<file path="src/rtl/sel_stream_serializer_pkg.sv">
// Shared constants and types for the selectable-order stream serializer.
package sel_pkg;

  // Index order selectors carried by in_mode (2'b11 is reserved and behaves as forward)
  localparam logic [1:0] SEL_FWD  = 2'b00;
  localparam logic [1:0] SEL_REV  = 2'b01;
  localparam logic [1:0] SEL_BREV = 2'b10;

  // Serializer control states
  typedef enum logic {
    IDLE = 1'b0,
    SEND = 1'b1
  } sel_state_e;

endpackage

</file>
<file path="src/rtl/sel_stream_serializer_idx_map.sv">
// Combinational beat-counter to source-index mapper (forward, reversed, bit-reversed).
module sel_idx_map
  import sel_pkg::*;
#(
  parameter int IW = 5
) (
  input  logic [IW-1:0] cnt,
  input  logic [1:0]    mode,
  output logic [IW-1:0] idx
);

  logic [IW-1:0] brev_s;

  // Mirror the counter bits for the FFT reorder sequence
  always_comb begin
    brev_s = '0;
    for (int b = 0; b < IW; b++) begin
      brev_s[b] = cnt[IW-1-b];
    end
  end

  // Pick the index order for the active mode; reserved code falls back to forward
  always_comb begin
    idx = cnt;
    case (mode)
      SEL_FWD:  idx = cnt;
      SEL_REV:  idx = ~cnt;
      SEL_BREV: idx = brev_s;
      default:  idx = cnt;
    endcase
  end

endmodule

</file>
<file path="src/rtl/sel_stream_serializer.sv">
// Parallel-to-serial word selector: captures N words in one handshake and
// streams them one per transfer in forward, reversed or bit-reversed order.
module sel_stream_serializer
  import sel_pkg::*;
#(
  parameter  int W  = 16,
  parameter  int N  = 32,
  localparam int IW = $clog2(N)
) (
  input  logic            clk,
  input  logic            rst_n,
  input  logic [N*W-1:0]  in_data,
  input  logic [1:0]      in_mode,
  input  logic            in_valid,
  output logic            in_ready,
  output logic [W-1:0]    out_data,
  output logic [IW-1:0]   out_idx,
  output logic            out_last,
  output logic            out_valid,
  input  logic            out_ready,
  output logic            busy
);

  sel_state_e            state_r;
  sel_state_e            state_nxt_s;
  logic [N-1:0][W-1:0]   bank_r;
  logic [1:0]            mode_r;
  logic [IW-1:0]         cnt_r;

  logic                  send_s;
  logic                  last_s;
  logic                  xfer_s;
  logic                  in_ready_s;
  logic                  accept_s;
  logic [IW-1:0]         idx_s;

  assign send_s     = (state_r == SEND);
  assign last_s     = send_s && (cnt_r == IW'(N-1));
  assign xfer_s     = send_s && out_ready;
  // A new vector is taken when idle, or on the final beat so vectors run back to back
  assign in_ready_s = rst_n && (!send_s || (xfer_s && last_s));
  assign accept_s   = in_valid && in_ready_s;

  sel_idx_map #(
    .IW (IW)
  ) u_idx_map (
    .cnt  (cnt_r),
    .mode (mode_r),
    .idx  (idx_s)
  );

  // Outputs come straight from the held bank/counter/mode through the mapper and read mux
  assign in_ready  = in_ready_s;
  assign out_valid = send_s;
  assign busy      = send_s;
  assign out_last  = last_s;
  assign out_idx   = idx_s;
  assign out_data  = bank_r[idx_s];

  // State register
  always_ff @(posedge clk) begin
    if (!rst_n) begin
      state_r <= IDLE;
    end else begin
      state_r <= state_nxt_s;
    end
  end

  // Next-state logic: leave SEND only after the final beat with no vector waiting
  always_comb begin
    state_nxt_s = state_r;
    case (state_r)
      IDLE: begin
        if (accept_s) begin
          state_nxt_s = SEND;
        end else begin
          state_nxt_s = IDLE;
        end
      end
      SEND: begin
        if (xfer_s && last_s && !accept_s) begin
          state_nxt_s = IDLE;
        end else begin
          state_nxt_s = SEND;
        end
      end
      default: state_nxt_s = IDLE;
    endcase
  end

  // Bank, mode and beat counter: reload on accept, advance on each output transfer
  always_ff @(posedge clk) begin
    if (!rst_n) begin
      bank_r <= '0;
      mode_r <= SEL_FWD;
      cnt_r  <= '0;
    end else if (accept_s) begin
      bank_r <= in_data;
      mode_r <= in_mode;
      cnt_r  <= '0;
    end else if (xfer_s) begin
      if (last_s) begin
        cnt_r <= '0;
      end else begin
        cnt_r <= cnt_r + IW'(1);
      end
    end
  end

endmodule

</file>
<file path="config.mk">
export PLATFORM = sky130hd
export DESIGN_NAME = sel_stream_serializer
export DESIGN_NICKNAME = d
export VERILOG_FILES = /design/src/rtl/sel_stream_serializer_pkg.sv /design/src/rtl/sel_stream_serializer_idx_map.sv /design/src/rtl/sel_stream_serializer.sv
export SDC_FILE = /design/constraint.sdc
export NUM_CORES = 1
export LEC_CHECK = 0
export ABC_AREA = 1
export CAP_MARGIN = 20
export CORE_ASPECT_RATIO = 0.75
export CORE_MARGIN = 3
export CORE_UTILIZATION = 55
export DETAILED_ROUTE_END_ITERATION = 8
export PLACE_DENSITY = 0.86
export SYNTH_ARGS = -nofsm -noshare
export SYNTH_HDL_FRONTEND = slang
export SYNTH_SLANG_ARGS = --single-unit
</file>
<file path="constraint.sdc">
create_clock -name clk -period 5.6 [get_ports clk]
set_clock_uncertainty 0.2 [all_clocks]
set_input_delay 1.12 -clock clk [delete_from_list [all_inputs] [get_ports clk]]
set_output_delay 1.12 -clock clk [all_outputs]
set_load 0.005 [all_outputs]
</file>
==> impl_metrics.env, run 1 <==
export IMPL_clk_path_buf_depth=3
export IMPL_antenna_found_initial=12
export IMPL_drv_slew=0
export IMPL_maxSlewHeadroom_pct=22.4
export IMPL_rsz0062_at_grt="false"
export IMPL_cts_tree="built"
export IMPL_setup_viol=0
export IMPL_cp_slowest_stage_delay_ps=600
export IMPL_fin_hold_ws_ps=262
export IMPL_setup_worst_path_start="mode_r[0]$_SDFFE_PN0P_"
export IMPL_leakagePower_nw=12.6
export IMPL_wl_per_cell_um=20.3
export IMPL_ios=543
export IMPL_yosysUniqueCellTypes=26
export IMPL_final_cell_mix="nand3_1 (1221), clkdlybuf4s50_1 (541), inv_1 (524)"
export IMPL_die_w_um=248
export IMPL_die_height_um=188
export IMPL_overflow=0
export IMPL_crit_slowest_cell="clkdlybuf4s50_1"
export IMPL_crit_buf_inv=4
export IMPL_via_count=25823
export IMPL_cp_common_cell="nand3_1"
export IMPL_cp_end_kind="primary output"
export IMPL_vias_per_cell=5.86
export IMPL_hold_viol_final=0
export IMPL_cap_violations=0
export IMPL_layout_setup_ws_ps=241
export IMPL_synth_seq_cells=520
export IMPL_critPathTopFamily="simple AND/OR/NAND/NOR gates"
export IMPL_ant_nets=0
export IMPL_grtUsageTotal_pct=36.8
export IMPL_drcViolationCount=0
export IMPL_gp_congestion=1.04
export IMPL_grt_pass1_wl_um=136000
export IMPL_fmax_mhz=187
export IMPL_coreArea_mm2=0.0428
export IMPL_clock_sinks=520
export IMPL_avgSynthCellArea_um2=6.97
export IMPL_cts_resized_gates=0
export IMPL_final_common_cell="nand3_1"
export IMPL_crit_path_cell_trace="inv_1 > ha_1 > inv_2 > nand3_1 > nand2_4 > buf_12 > nand3_1 > nand3_1 > nand3_1 > nand2_1 > nand2_1 > nand2_1 > clkdlybuf4s50_1"
export IMPL_drt_iter0_drc=4059
export IMPL_crit_fanout=95
export IMPL_hold_buffers=0
export IMPL_die_area_mm2=0.0466
export IMPL_place_hpwl_um=61400
export IMPL_hp_start="bank_r[237]$_SDFFE_PN0P_"
export IMPL_power_w=0.00993
export IMPL_synthCells=3471
export IMPL_start_util_pct=56.6
export IMPL_wirelength_um=89400
export IMPL_post_place_ws_ps=876
export IMPL_numPortBuffers=542
export IMPL_rows=65
export IMPL_post_cts_buffers=0
export IMPL_fill_cells=3437
export IMPL_finalCriticalPeriod_ps=5360
export IMPL_finalNetCount=4312
export IMPL_root_buffer="clkbuf_16"
export IMPL_outcome="finished clean"
export IMPL_drtPass1Iterations=6
export IMPL_clk_latency_ps=570
export IMPL_vdd_ir_drop_max_v=0.000233
export IMPL_placedCellCount=4307
export IMPL_grt_max_degree=210
export IMPL_cp_start_kind="register"
export IMPL_criticalPathCategory="register to primary output"
export IMPL_power_density_mw_per_mm2=322
export IMPL_yosysWarnings=0
export IMPL_tightest_slew_ps=1160
export IMPL_fin_setup_tns_ps=0
export IMPL_synth_nets=3993
export IMPL_drive_gt1_share_pct=3.19
export IMPL_reg2reg_from="cnt_r[0]$_SDFFE_PP0N_"
export IMPL_yosysSeqAreaShare_pct=43.0
export IMPL_cts_buffers=50
export IMPL_critPathRequiredTime_ps=4280
export IMPL_htreeDepth=2
export IMPL_worstPathArrival_ps=4040
export IMPL_area_delta_synth_final_pct=27.6
export IMPL_layout_cells_non_filler=4409
export IMPL_syn_area_mm2=0.0242
export IMPL_cts_reportedPaths_clkPinSlew_ps=60
export IMPL_hp_class="register to register"
export IMPL_first_global_vias=24318
export IMPL_period_share_pct=95.7
==> metrics by stage <==
stage / util, % / instance area, um^2
after floorplan: - / 24200
after CTS: 72.1 / 30800
final: 72.1 / 30900
after global routing: 72.1 / 30900
after detailed placement: 68.4 / 29200
after global placement: 68.4 / 29200
==> registers in the layout (all words and copies together), names as in the netlist <==
| name | count |
|---|---|
| cnt_r | 5 |
| mode_r | 2 |
| bank_r | 512 |
| busy | 1 |
==> synth_stat cells <==
cell type	number	share of area [%]
a211oi_1	2	0.062
nor2_2	1	0.026
o21ai_1	68	1.4
a22oi_2	1	0.052
buf_1	6	0.093
o21ai_2	1	0.036
xor2_1	1	0.036
nand2_1	352	5.5
nand3_2	1	0.041
inv_2	6	0.093
nand3_1	1221	25
dfxtp_1	520	43
clkinv_1	1	0.016
nor2_1	7	0.11
inv_1	524	8.1
a21oi_1	3	0.062
buf_2	119	2.5
buf_6	2	0.093
nor3_1	1	0.021
ha_1	4	0.21
o221ai_1	2	0.072
nand2_2	2	0.052
nand4_1	1	0.026
clkbuf_1	104	1.6
o21ai_0	447	9.2
buf_4	74	2.3
==> routing by layer <==
metal,share of wire (%),GRT usage [%]
met4,6.3,21.1
met5,0.038,0
met1,39,49.8
met3,11,7.39
met2,43,54.7
==> path summary, 6_finish.rpt <==
kind | depth (start not counted) | slack (ps) | end
setup / recovery | 13 | 240 | out_data[4]
hold / removal | 2 | 260 | bank_r[237]$_SDFFE_PN0P_
setup reg to reg | 14 | 2240 | bank_r[412]$_SDFFE_PN0P_
hold reg to reg | 2 | 260 | bank_r[237]$_SDFFE_PN0P_
==> worst reg2reg max path: stages, from the launching register on <==
cell and delay [ps]:
dfxtp_1 390, ha_1 180, nand2_1 80, nor2_1 100, ha_1 210, nand2_1 80, inv_2 70, nand2_1 70
nand2_1 70, inv_2 50, nor2_4 210, nand2_1 200, nand2_8 610, buf_4 520, o21ai_0 180
==> cells by family after synthesis <==
| logic type | share of synthesized area (%) |
|---|---|
| buffers and inverters | 14.8 |
| AOI/OAI and AO/OA | 10.9 |
| adders and majority gates | 0.207 |
| DFF | 43.0 |
| xor gates and xnor gates | 0.0362 |
| and+or+nand+nor | 31.0 |
==> layout make-up <==
type	instances	area (um^2)	area share, %
flip-flops and latches	520	10400	33.7
inverters	531	2000	6.47
clock inverters	20	200	0.649
well taps	569	712	2.31
repair buffers	572	5860	19.0
multi-input cells	2115	10300	33.3
clock buffers	71	1390	4.50
diodes	11	27.5	0.0892
==> where the power goes <==
group	total, W	switching, W	internal, W
combinational	0.00255	0.00160	0.000955
sequential	0.00402	0.0000657	0.00396
clock	0.00336	0.00148	0.00187
total	0.00993	0.00315	0.00679
Note: power is estimated with default switching activity, not from simulation.
==> run 2: changes to the inputs <==
--- a/config.mk
+++ b/config.mk
@@ -7,11 +7,14 @@
 export LEC_CHECK = 0
 export ABC_AREA = 1
 export CAP_MARGIN = 20
+export CELL_PAD_IN_SITES_DETAIL_PLACEMENT = 2
+export CELL_PAD_IN_SITES_GLOBAL_PLACEMENT = 2
 export CORE_ASPECT_RATIO = 0.75
 export CORE_MARGIN = 3
-export CORE_UTILIZATION = 55
+export CORE_UTILIZATION = 30
 export DETAILED_ROUTE_END_ITERATION = 8
-export PLACE_DENSITY = 0.86
+export GPL_TIMING_DRIVEN = 0
+export PLACE_DENSITY_LB_ADDON = 0.1
 export SYNTH_ARGS = -nofsm -noshare
 export SYNTH_HDL_FRONTEND = slang
 export SYNTH_SLANG_ARGS = --single-unit
==> impl_metrics.env, run 2 (synthesized netlist as in run 1, its figures left out) <==
export IMPL_numPortBuffers=542
export IMPL_leakagePower_nw=13.4
export IMPL_outcome="finished clean"
export IMPL_ant_nets=0
export IMPL_crit_slowest_cell="clkdlybuf4s50_1"
export IMPL_crit_path_cell_trace="inv_1 > ha_1 > inv_2 > nand3_2 > nand2_2 > buf_4 > buf_2 > nand2_1 > nand3_1 > nand3_1 > nand3_1 > nand2_1 > nand2_1 > nand2_1 > clkdlybuf4s50_1"
export IMPL_post_cts_buffers=0
export IMPL_htreeDepth=2
export IMPL_period_share_pct=98.6
export IMPL_power_density_mw_per_mm2=330
export IMPL_rsz0062_at_grt="false"
export IMPL_worstPathArrival_ps=4200
export IMPL_die_area_mm2=0.0841
export IMPL_ios=543
export IMPL_maxSlewHeadroom_pct=40.0
export IMPL_place_hpwl_um=102000
export IMPL_clk_latency_ps=640
export IMPL_grt_pass1_wl_um=187000
export IMPL_finalNetCount=4593
export IMPL_area_delta_synth_final_pct=35.1
export IMPL_cp_slowest_stage_delay_ps=520
export IMPL_drt_iter0_drc=2333
export IMPL_fmax_mhz=181
export IMPL_clk_path_buf_depth=3
export IMPL_critPathTopFamily="buffers and inverters"
export IMPL_critPathRequiredTime_ps=4280
export IMPL_cts_buffers=56
export IMPL_tightest_slew_ps=900
export IMPL_cts_resized_gates=2
export IMPL_cts_tree="built"
export IMPL_root_buffer="clkbuf_16"
export IMPL_cp_common_cell="nand2_1"
export IMPL_via_count=27095
export IMPL_rows=89
export IMPL_antenna_found_initial=7
export IMPL_drive_gt1_share_pct=7.01
export IMPL_crit_buf_inv=5
export IMPL_wirelength_um=128000
export IMPL_grtUsageTotal_pct=29.6
export IMPL_cts_reportedPaths_clkPinSlew_ps=60
export IMPL_gp_congestion=0.870
export IMPL_finalCriticalPeriod_ps=5520
export IMPL_first_global_vias=28302
export IMPL_clock_sinks=520
export IMPL_cp_start_kind="register"
export IMPL_final_util_pct=41.2
export IMPL_drcViolationCount=0
export IMPL_hold_viol_final=0
export IMPL_fin_hold_ws_ps=262
export IMPL_wl_per_cell_um=24.8
export IMPL_setup_viol=0
export IMPL_fin_setup_tns_ps=0
export IMPL_top_regs="bank_r (512), cnt_r (5), mode_r (2)"
export IMPL_crit_fanout=10
export IMPL_start_util_pct=30.5
export IMPL_regMostFlops="bank_r"
export IMPL_hp_class="register to register"
export IMPL_vdd_ir_drop_max_v=0.000192
export IMPL_cap_violations=0
export IMPL_hold_buffers=0
export IMPL_final_cell_mix="nand3_1 (1220), clkdlybuf4s50_1 (542), inv_1 (524)"
export IMPL_cp_end_kind="primary output"
export IMPL_coreArea_mm2=0.0793
export IMPL_drtPass1Iterations=5
export IMPL_die_w_um=334
export IMPL_grt_max_degree=15
export IMPL_final_common_cell="nand3_1"
export IMPL_largest_reg_flops=512
export IMPL_overflow=0
export IMPL_drv_slew=0
export IMPL_criticalPathCategory="register to primary output"
export IMPL_die_height_um=252
export IMPL_vias_per_cell=5.25
export IMPL_fill_cells=9266
## run 2: layout make-up
type / instances / area [um^2] / area share [%]
tap: 1046 / 1310 / 4.00
inverter: 531 / 1990 / 6.10
multi-input combinational: 2115 / 10200 / 31.2
clock inverter: 9 / 77.6 / 0.237
sequential: 520 / 10400 / 31.8
buffer: 305 / 1600 / 4.89
clock buffer: 88 / 1660 / 5.09
antenna: 3 / 7.51 / 0.0230
timing repair buffer: 542 / 5430 / 16.6
## run 2: metrics by stage
| step | cell area (um^2) | instances | setup slack (ps) | power [W] |
|---|---|---|---|---|
| 2_1_floorplan | 24200 | 3471 | 2500 | 0.00555 |
| 3_3_place_gp | 30900 | 5059 | 707 | 0.00701 |
| 3_5_place_dp | 30900 | 5059 | 623 | 0.00709 |
| 4_1_cts | 32700 | 5156 | 34.4 | 0.0108 |
| 5_1_grt | 32700 | 5158 | 0.891 | 0.0113 |
| 6_report | 32700 | 5159 | 78.7 | 0.0108 |
## run 2: where the power goes
part           switching, W  leakage (nW)  internal, W
registers         0.0000698          4.28      0.00396
logic               0.00200          8.23      0.00104
clock network       0.00163         0.858      0.00206
total               0.00371          13.4      0.00707
## run 2: path summary, 6_finish.rpt
path | depth (start not counted) | end | startpoint | slack [ps]
max | 15 | out_data[3] | mode_r[0]$_SDFFE_PN0P_ | 80
min | 2 | bank_r[261]$_SDFFE_PN0P_ | bank_r[261]$_SDFFE_PN0P_ | 260
max reg2reg | 15 | bank_r[319]$_SDFFE_PN0P_ | cnt_r[0]$_SDFFE_PP0N_ | 2250
min reg2reg | 2 | bank_r[261]$_SDFFE_PN0P_ | bank_r[261]$_SDFFE_PN0P_ | 260
## run 2: per-layer routing
layer / wire [um] / global-route usage [%]
met5: 38 / 0
met4: 2460 / 6.19
met3: 7430 / 4.05
met2: 56700 / 46.6
met1: 61400 / 43.2
## run 2: worst register-to-register path: cells and delay by family (launching register included)
family / cells / cell delay [ps]
buf+inv: 4 / 1040
simple gates: 8 / 830
fa+ha+maj: 2 / 480
flops: 1 / 410
compound gates: 1 / 220
